<file path="config.mk">
export PLATFORM = sky130hd
export DESIGN_NAME = ahb_bus_arbiter
export DESIGN_NICKNAME = d
export VERILOG_FILES = /design/src/rtl/ahb_bus_arbiter.sv
export SDC_FILE = /design/constraint.sdc
export NUM_CORES = 1
export LEC_CHECK = 0
export ABC_CLOCK_PERIOD_IN_PS = 2300
export BUFFER_PORTS_ARGS = -buffer_cell sky130_fd_sc_hd__buf_4
export CAP_MARGIN = 10
export CORE_UTILIZATION = 50
export DETAILED_ROUTE_END_ITERATION = 16
export PLACE_DENSITY_LB_ADDON = 0.15
export SLEW_MARGIN = 20
export SYNTH_ARGS = -nofsm -noshare
export SYNTH_HDL_FRONTEND = slang
export SYNTH_SLANG_ARGS = --single-unit
</file>
<file path="constraint.sdc">
create_clock -name in_HCLK -period 2.3 [get_ports in_HCLK]
set_clock_uncertainty 0.2 [all_clocks]
set_input_delay 0.23 -clock in_HCLK [delete_from_list [all_inputs] [get_ports in_HCLK]]
set_output_delay 0.23 -clock in_HCLK [all_outputs]
set_load 0.01 [all_outputs]
</file>
<file path="src/rtl/ahb_bus_arbiter.sv">
// ahb_bus_arbiter: round-robin AHB arbiter with locked transfers and bounded burst tenure.
// Grant moves at HREADY-high edges; HMASTER/HMASTLOCK follow the grant one HREADY edge later.
module ahb_bus_arbiter #(
  parameter int NUM_MASTERS    = 3,
  parameter int DEFAULT_MASTER = 0,
  parameter int MAX_BEATS      = 8
) (
  input  logic                   in_HCLK,
  input  logic                   in_HRESETn,
  input  logic [NUM_MASTERS-1:0] in_HBUSREQ,
  input  logic [NUM_MASTERS-1:0] in_HLOCK,
  input  logic [1:0]             in_HTRANS,
  input  logic                   in_HREADY,
  output logic [NUM_MASTERS-1:0] out_HGRANT,
  output logic [1:0]             out_HMASTER,
  output logic                   out_HMASTLOCK
);
  localparam logic [1:0] DEF  = 2'(DEFAULT_MASTER);
  localparam logic [7:0] MAXB = 8'(MAX_BEATS);
  typedef enum logic {FREE, HELD} state_t;
  state_t state_q, state_d;
  logic [1:0] g_q, g_d, win, idx;
  logic [7:0] bc_q;
  logic [3:0] req, lock, gmask;
  logic found, open, rearb, beat;
  assign req   = 4'(in_HBUSREQ);
  assign lock  = 4'(in_HLOCK);
  assign gmask = 4'b1 << g_q;
  assign beat  = in_HTRANS inside {2'b10, 2'b11};
  // first requester after the current grant, wrapping back to it last
  always_comb begin
    win = DEF;
    found = 1'b0;
    idx = '0;
    for (int k = 1; k <= NUM_MASTERS; k++) begin
      idx = 2'((int'(g_q) + k) % NUM_MASTERS);
      if (!found && req[idx]) begin
        win = idx;
        found = 1'b1;
      end
    end
  end
  // the burst bound only applies once the granted master actually owns the bus
  always_comb begin
    open    = state_q == FREE || !(req[g_q] && lock[g_q]);
    rearb   = open && (!req[g_q] || (bc_q == MAXB && g_q == out_HMASTER && |(req & ~gmask)));
    g_d     = in_HREADY && rearb ? win : g_q;
    state_d = !in_HREADY ? state_q : !open ? HELD : (req[g_d] && lock[g_d]) ? HELD : FREE;
  end
  always_ff @(posedge in_HCLK or negedge in_HRESETn) begin
    if (!in_HRESETn) begin
      state_q       <= FREE;
      g_q           <= DEF;
      out_HGRANT    <= NUM_MASTERS'(4'b1 << DEF);
      out_HMASTER   <= DEF;
      out_HMASTLOCK <= 1'b0;
      bc_q          <= '0;
    end else begin
      state_q    <= state_d;
      g_q        <= g_d;
      out_HGRANT <= NUM_MASTERS'(4'b1 << g_d);
      if (in_HREADY) begin
        out_HMASTER   <= g_q;
        out_HMASTLOCK <= req[g_q] & lock[g_q];
        bc_q          <= g_q != out_HMASTER ? '0 : (beat && bc_q != MAXB) ? bc_q + 8'd1 : bc_q;
      end
    end
  end
endmodule

</file>
==> flow_summary.toml <==
[placement]
io_buffer_count = 15
hpwl_um = 2110
dpl_worst_slack_ps = 26.9
gp_congestion = 0.945

[route]
wl_um = 2810
drc = 0
drt.antenna.violating_nets = 0
wl_per_cell_um = 15.5
drt-pass1-iter-count = 4
vias = 1111
drt_iter0_drc = 47
via_per_inst = 6.10

[layout]
area_growth_syn_to_layout_pct = 18.7
fin_nets = 173
fillers = 192
most-common-layout-cells = "buf_4, dfrtp_1, inv_1"
diodes = 0
regArea_um2 = 428
multi_input_area_um2 = 787
drive_above_1_share_pct = 28.6
final_common_cell = "buf_4"

[pwr]
p_int_uw = 852
power.density_mw_per_mm2 = 1030
pwr-share-clk_pct = 10.3
seqPwrFrac_pct = 30.1
ir_drop_mv = 0.686
switchingPower_uw = 672
p_comb_share_pct = 59.5
p_leak_nw = 0.699
switching_share_pct = 44.1

[setup_path]
cp_data_required_time_ps = 2280
critical_path_class = "reg2reg"
endpoint_kind = "flop"
crit_path_top_delay_cell = "dfrtp_2"
ff2ff_setup_slack_ps = 60
path_buf_inv = 1
start_kind = "flop"
crit_family = "compound AO/OA/AOI/OAI gates"
max_stage_delay_ps = 470
cp_cell_sequence = "buf_4 -> ha_1 -> maj3_1 -> o211a_1 -> o31ai_2 -> a32oi_1"
cp.arrival_ps = 2220
worstPathMaxFanout = 6

[cts]
cts-root-buf = "clkbuf_4"
cts-buffers-inserted = 3
cts_max_level = 1
cts_buffer_depth = 2
cts_tree = "yes"
cts_sinks = 17
clk_pin_slew_ps = 100
clock_latency_ps = 290

[global_routing]
overflow = 0
gr-usage-all-layers_pct = 24.9
grt_pass1_wl_um = 4880
antenna_found_initial = 0
grt_start_max_net_pins = 18
grt_pass1_vias = 1050

[synth]
synthCells = 131
synth_nets = 149
synth_area_mm2 = 0.00125
ys_ff_latch = 17
synth_warnings = 0
syn_avg_cell_area_um2 = 9.56
synth.distinct_cells = 46
ys_seq_area_share_pct = 34.1

[status]
status = "complete, no violations"

[flow_run]
cap_viol_max_count = 0

[timing]
hold_viol = 0
rsz0062_at_grt = "true"
tns_ps = 0
min_period_over_period_pct = 97.6
slew_headroom_pct = 67.4
worst_slack_ps = 56.1
period_needed_ps = 2240
slew_viol_final = 0
fmax_mhz = 446
worstMarginPinSlew_ps = 487
setup_viol = 0

[floorplan]
core_mm2 = 0.00228
rows = 17
die-width_um = 52.1
start_util_pct = 55.0
die_area_mm2 = 0.00271
io_pins = 17
fp.dieH_um = 52.1

[min_path]
min_path_type = "in2reg"
## tightest hold or removal path, delay by kind of cell
kind                   cells  cell delay (ps)
buffers and inverters      1              120
AO/OA/AOI/OAI              2              170
## Yosys cell counts, drive strengths merged
cell type	count	area, µm²
clkbuf	1	3.75
ha	7	87.6
o211ai	5	37.5
xor2	4	35.0
a211oi	2	15.0
nor3	5	25.0
and3	5	36.3
o211a	2	20.0
buf	2	12.5
a21boi	1	7.51
mux2i	1	10.0
nand3	3	15.0
o311ai	2	25.0
nand3b	1	7.51
xnor2	2	17.5
a31oi	3	18.8
o21a	1	8.76
and2	3	18.8
nor2b	4	32.5
or3	2	12.5
inv	11	41.3
nand2	7	26.3
o2111ai	4	35.0
nor2	7	26.3
o31a	1	8.76
o31ai	2	15.0
a2111oi	1	15.0
or4	1	7.51
a21o	3	22.5
a32oi	1	8.76
nor4b	1	23.8
dfstp	1	26.3
or2	1	6.26
dfrtp	16	400
mux2	3	33.8
a21oi	3	15.0
o21ai	9	56.3
maj3	1	10.0
a311oi	1	15.0
nor3b	1	12.5
## metal layers
metal	global-route usage (%)	routed length (µm)	share of wire (%)
met5	0	0	0
met4	6.76	32	1.1
met3	5.26	148	5.3
met1	35.6	1340	48
met2	37.6	1290	46
## cell families (layout without fill, tap and decap cells)
kind of cell	count (synthesis)	count (layout)	synth area share, %
XOR/XNOR	6	6	4.20
AND/OR/NAND/NOR	41	41	20.0
multiplexers	4	4	3.50
adder cells (fa/ha/maj)	8	8	7.79
flip-flops	17	17	34.1
buffers and inverters	14	37	4.59
AO/OA/AOI/OAI	41	41	25.9
## sequential cells by signal, summed over array words and instances, names as in the netlist
| name | cells |
|---|---|
| bc_q | 8 |
| g_q | 2 |
| out_HGRANT | 3 |
| out_HMASTER | 2 |
| out_HMASTLOCK | 1 |
| state_q | 1 |
## what timing repair did
action / in CTS / in global routing
gates cloned: 0 / 0
endpoints found under the setup margin: 1 / 8
buffers inserted: 0 / 0
gates resized for setup: 1 / 5
hold endpoints to repair: 17 / 0
hold buffers: 1 / 0
## final cells by class
type / count / share of cell area (%)
multi-input cells: 100 / 52.9
flip-flops and latches: 17 / 28.8
repair buffers: 22 / 11.3
inverters: 11 / 2.78
well taps: 28 / 2.36
clock buffers: 3 / 1.52
clock inverters: 1 / 0.337
## power groups by stage
stage | registers (mW) | logic, mW | clock network, mW
floorplan | 0.475 | 0.578 | 0
global placement | 0.457 | 0.854 | 0
detailed placement | 0.464 | 0.871 | 0
CTS | 0.457 | 0.891 | 0.169
global route | 0.471 | 1.01 | 0.178
finish | 0.459 | 0.907 | 0.158
## per-stage QoR
step                      hold slack (ps)  instance area (µm²)  cells  utilization (%)  power [mW]
after detailed placement            -88.0                 1430    177             62.8        1.33
after global routing                 46.0                 1490    182             65.3        1.66
final                                52.7                 1490    182             65.3        1.52
after CTS                            38.9                 1480    182             64.9        1.52
after global placement              -91.9                 1430    177             62.8        1.31
after floorplan                      -266                 1250    131                -        1.05
## path summary, 6_finish.rpt
| path | from | to | cells past startpoint |
|---|---|---|---|
| min reg2reg | state_q$_DFFE_PN0P_ | state_q$_DFFE_PN0P_ | 2 |
| max reg2reg | g_q[0]$_DFF_PN0_ | state_q$_DFFE_PN0P_ | 6 |
| max in group asynchronous | in_HRESETn | out_HGRANT[0]$_DFF_PN1_ | 2 |
| min | in_HLOCK[2] | state_q$_DFFE_PN0P_ | 3 |
| max | g_q[0]$_DFF_PN0_ | state_q$_DFFE_PN0P_ | 6 |
| min in group asynchronous | in_HRESETn | bc_q[7]$_DFFE_PN0P_ | 2 |
Note: power is estimated with default switching activity, not from simulation.
